$ cat src/rtl/eeg_sample_ingest.sv
// eeg_sample_ingest: converts raw ADC EEG samples to 15-bit signed words and streams one epoch into intermediate-result memory.
module eeg_sample_ingest #(
  parameter int NUM_SAMPLES = 3840,
  parameter int BASE_ADDR   = 0,
  parameter int ADC_BITS    = 16,
  parameter int FIFO_DEPTH  = 4
) (
  input  logic                clk,
  input  logic                rst_n,
  input  logic                arm,
  input  logic                sample_valid,
  input  logic [ADC_BITS-1:0] sample_data,
  output logic                mem_wr_req,
  output logic [15:0]         mem_wr_addr,
  output logic [14:0]         mem_wr_data,
  input  logic                mem_wr_gnt,
  output logic                capturing,
  output logic [11:0]         sample_count,
  output logic                epoch_done,
  output logic                overflow
);
  localparam int AW = $clog2(FIFO_DEPTH);
  localparam logic [11:0] NUM_W = 12'(NUM_SAMPLES);
  localparam logic [15:0] BASE_W = 16'(BASE_ADDR);
  localparam logic [AW:0] DEPTH_W = (AW+1)'(FIFO_DEPTH);

  if (BASE_ADDR + NUM_SAMPLES - 1 >= 63488) begin : g_addr_chk
    $error("eeg_sample_ingest: epoch does not fit below address 63488");
  end
  if (NUM_SAMPLES < 1 || NUM_SAMPLES > 4095) begin : g_num_chk
    $error("eeg_sample_ingest: NUM_SAMPLES must fit the 12-bit sample counter");
  end
  if (ADC_BITS < 15) begin : g_adc_chk
    $error("eeg_sample_ingest: ADC_BITS must be at least 15");
  end
  if (FIFO_DEPTH < 2 || (FIFO_DEPTH & (FIFO_DEPTH - 1)) != 0) begin : g_fifo_chk
    $error("eeg_sample_ingest: FIFO_DEPTH must be a power of 2 and at least 2");
  end
  if (ADC_BITS > 15) begin : g_lsb
    logic unused_lsb;
    assign unused_lsb = ^sample_data[ADC_BITS-16:0];
  end

  typedef enum logic [1:0] {IDLE, COLLECT, DRAIN, DONE} state_t;
  state_t state;
  logic [14:0] fifo_mem [FIFO_DEPTH];
  logic [AW-1:0] wr_ptr, rd_ptr;
  logic [AW:0] fifo_cnt, fifo_cnt_next;
  logic [11:0] acc_cnt;
  logic [14:0] conv;
  logic pop, push_try, full, push;

  // Offset-binary to two's complement is an MSB flip; the arithmetic shift keeps the top 15 bits.
  assign conv = {~sample_data[ADC_BITS-1], sample_data[ADC_BITS-2 -: 14]};
  assign pop = mem_wr_req & mem_wr_gnt;
  assign full = fifo_cnt == DEPTH_W;
  assign push_try = state == COLLECT && sample_valid && acc_cnt < NUM_W;
  assign push = push_try && (!full || pop);
  assign fifo_cnt_next = fifo_cnt + (AW+1)'(push) - (AW+1)'(pop);
  assign mem_wr_data = fifo_mem[rd_ptr];

  always_ff @(posedge clk or negedge rst_n)
    if (!rst_n) begin
      state <= IDLE;
      fifo_mem <= '{default: '0};
      wr_ptr <= '0;
      rd_ptr <= '0;
      fifo_cnt <= '0;
      acc_cnt <= '0;
      sample_count <= '0;
      mem_wr_addr <= '0;
      mem_wr_req <= 1'b0;
      capturing <= 1'b0;
      epoch_done <= 1'b0;
      overflow <= 1'b0;
    end else if (arm) begin
      state <= COLLECT;
      wr_ptr <= '0;
      rd_ptr <= '0;
      fifo_cnt <= '0;
      acc_cnt <= '0;
      sample_count <= '0;
      mem_wr_addr <= BASE_W;
      mem_wr_req <= 1'b0;
      capturing <= 1'b1;
      epoch_done <= 1'b0;
      overflow <= 1'b0;
    end else begin
      if (push) begin
        fifo_mem[wr_ptr] <= conv;
        wr_ptr <= wr_ptr + 1'b1;
        acc_cnt <= acc_cnt + 12'd1;
      end
      if (pop) begin
        rd_ptr <= rd_ptr + 1'b1;
        sample_count <= sample_count + 12'd1;
        mem_wr_addr <= mem_wr_addr + 16'd1;
      end
      if (push_try && full && !pop) overflow <= 1'b1;
      fifo_cnt <= fifo_cnt_next;
      mem_wr_req <= fifo_cnt_next != '0;
      epoch_done <= 1'b0;
      case (state)
        COLLECT: if (push && acc_cnt == NUM_W - 12'd1) begin
          state <= DRAIN;
          capturing <= 1'b0;
        end
        DRAIN: if (pop && sample_count == NUM_W - 12'd1) begin
          state <= DONE;
          epoch_done <= 1'b1;
        end
        DONE: state <= IDLE;
        default: ;
      endcase
    end
endmodule

$ cat config.mk
export PLATFORM = sky130hd
export DESIGN_NAME = eeg_sample_ingest
export DESIGN_NICKNAME = d
export VERILOG_FILES = /design/src/rtl/eeg_sample_ingest.sv
export SDC_FILE = /design/constraint.sdc
export NUM_CORES = 1
export LEC_CHECK = 0
export CAP_MARGIN = 20
export CORE_AREA = 2 2 115 117
export DETAILED_ROUTE_END_ITERATION = 8
export DIE_AREA = 0 0 117 119
export HOLD_SLACK_MARGIN = 0.15
export PLACE_DENSITY = 0.65
export SYNTH_ARGS = -nofsm -noshare
export SYNTH_HDL_FRONTEND = slang
export SYNTH_SLANG_ARGS = --single-unit
$ cat constraint.sdc
create_clock -name clk -period 3.3 [get_ports clk]
set_input_delay 0.495 -clock clk [delete_from_list [all_inputs] [get_ports clk]]
set_output_delay 0.495 -clock clk [all_outputs]
set_load 0.05 [all_outputs]
==> metrics.txt <==
status=finished, final reports clean; initial antenna violation count=1; CTS buffer count=17; Antenna Diode Count=0; Mapped Avg Cell Area=13.1 um2; Max-slew headroom=53.4%; dpl cells=654; Met2 Wirelength=5.63 mm; P&R area growth vs syn=26.9%; # rows=42; vias in the first global route=3816; CP startpoint=rd_ptr[0]; unrepaired setup endpoints after global routing=false; synth top area cells=dfrtp_1 (51%), mux2_4 (9.7%), mux4_2 (6.1%), mux2_2 (4.9%), nor2_1 (2.4%); GR Util All Layers=18.2%; post-route non-filler standard cell count=687; Reg2Reg Setup Slack=850 ps; largest net degree at the start of global routing=65; syn_nets=456; DR vias/cell=5.22; Distinct cells, synth=46; CP Data Arrival Time=2450 ps; Max Cap Viol=0; FMAX=0.340 GHz; IO buf count=66; core area=12900 um2; metal3 WL=501 um; CP Class=flop to primary output; crit-path max FO=13; Final min period=2940 ps; worst hold path type=flop to flop; setup_tns=0 ps; Setup Skew=9.18 ps; first-pass GRT wire length=19.5 mm; via count=3586; die height=119 um; HPWL Detailed=7.29 mm; flops & latches, synth=113; per-cell routed wire length=16.9 um; CP Launch Type=flop; reg2reg start=fifo_cnt[1]; share of cells above drive strength 1=24.3%; Yosys warning count=0; clk buf depth=2; final worst-path cycle share=89.1%; peak supply drop=0.368 mV; Ports=68; Gate Count Post-Synth=425; total gr overflow=0; Initial Util=43.1%; Req. time, crit path=2800 ps; fillers=1077; DRT iter0 DRCs=220; worst r2r dst=mem_wr_req; Post-synth EDFFs=0; FF-to-FF path depth=11; Worst-path clk slew=50 ps; # DRC=0; antenna-violating nets left=0; Final Hold Fails=0; CP Capture Point=mem_wr_data[6]; worst skew pair latency=410 ps; Setup-failing EPs final=0; wl on met1=5.33 mm; Cell Area, Synth=5550 um2; CTS tree=built; Most used DFF post-synth=dfrtp_1; sequential area share after synthesis=50.9%; post-synth top area share=50.9%; max layer used=met5; gpl congestion=0.747; PwrDens=823 nW/um2; leak pwr=0.00311 uW; Pins Over Slew Limit=0; commonest cells in the netlist=dfrtp_1 (113), mux2_4 (36), nor2_1 (35); cell at the root of the clock tree=clkbuf_16; leading area contributor after synthesis=dfrtp_1; die footprint=13900 um2; Pre-antenna DRT Iters=4; Least-Margin Pin Slew=699 ps; CTS Sinks=113; chip width=117 um; Setup crit end kind=primary output; Layout Nets=529; CTS H-tree lvls=4; ys async rst share=100%; Post-Route WL=11.6 mm; top-count cell post-synth=dfrtp_1
==> where the power goes <==
| part | switching, uW | internal (uW) |
|---|---|---|
| registers | 227 | 1750 |
| logic | 957 | 896 |
| clock network | 631 | 1340 |
==> stage by stage <==
| step | setup slack, ps | hold WS [ps] | power [uW] | utilization, % | area, um2 |
|---|---|---|---|---|---|
| after floorplan | 529 | 199 | 3330 | - | 5550 |
| after global placement | 391 | 467 | 3800 | 49.7 | 6390 |
| after detailed placement | 302 | 469 | 3860 | 49.7 | 6390 |
| after CTS | 316 | 485 | 5860 | 54.7 | 7040 |
| after global routing | 249 | 512 | 6070 | 54.7 | 7040 |
| final | 358 | 480 | 5800 | 54.7 | 7040 |
==> cell families (layout without fill, tap and decap cells) <==
family          Yosys count  in the layout  synth area share (%)
flops                   113            113                  50.9
mux                      80             80                  21.6
buf+inv                  34            120                  2.91
compound gates           34             34                  4.21
fa+ha+maj                10             10                  2.39
xor+xnor                 26             26                  4.10
simple gates            128            128                  13.8
==> repair_timing <==
| item | in CTS | in global routing |
|---|---|---|
| endpoints found under the hold margin | 17 | 0 |
| hold buffers | 1 | 0 |
| setup buffers | 0 | 0 |
| setup endpoints to repair | 0 | 0 |
| resized for setup | 0 | 0 |
==> placed cells by master (no fill, tap or decap), types with 7 or more instances in the layout <==
| cell type | Yosys | routed |
|---|---|---|
| dfrtp_1 | 113 | 113 |
| clkdlybuf4s50_1 | 0 | 64 |
| mux2_4 | 36 | 36 |
| nor2_1 | 35 | 35 |
| mux2_2 | 24 | 24 |
| nand2_1 | 17 | 17 |
| nand3_1 | 17 | 17 |
| clkbuf_16 | 0 | 17 |
| mux4_2 | 15 | 15 |
| a21oi_1 | 15 | 15 |
| inv_1 | 14 | 14 |
| xor2_1 | 14 | 14 |
| xnor2_1 | 12 | 12 |
| nand4_1 | 10 | 10 |
| ha_1 | 9 | 9 |
| nor4_1 | 8 | 8 |
| or4_1 | 7 | 7 |
==> state kept, by name, indices dropped and copies added, names as in the netlist <==
signal	count
mem_wr_addr	16
acc_cnt	12
state	2
wr_ptr	2
overflow	1
fifo_cnt	3
mem_wr_req	1
fifo_mem	60
sample_count	12
rd_ptr	2
epoch_done	1
capturing	1
==> metal layers <==
layer / up-vias / GRT usage, %
met5: - / 0
met4: 2 / 6.18
met3: 15 / 5.80
met2: 61 / 27.7
met1: 1823 / 24.7
li1: 1685 / -
==> final cells by class <==
cell class	instances	area, um2	share of cell area (%)
multi-input cells	278	2560	36.4
flip-flops and latches	113	2830	40.1
clock buffers	23	488	6.93
well taps	176	220	3.13
clock inverters	9	153	2.17
repair buffers	74	741	10.5
inverters	14	52.6	0.746
==> critical path, cell delays in order (launching register included) <==
cell and delay (ps):
dfrtp_1 560, buf_12 220, mux4_2 530, clkdlybuf4s50_1 720
==> worst min path at each step <==
stage                       startpoint           end  cells past startpoint
final                        capturing     capturing                      1
after global routing      fifo_mem[23]  fifo_mem[23]                      1
after CTS                    capturing     capturing                      1
after detailed placement     capturing     capturing                      1
after global placement       capturing     capturing                      1
after floorplan                  rst_n    acc_cnt[0]                      0
(Power assumes the default switching activity.)
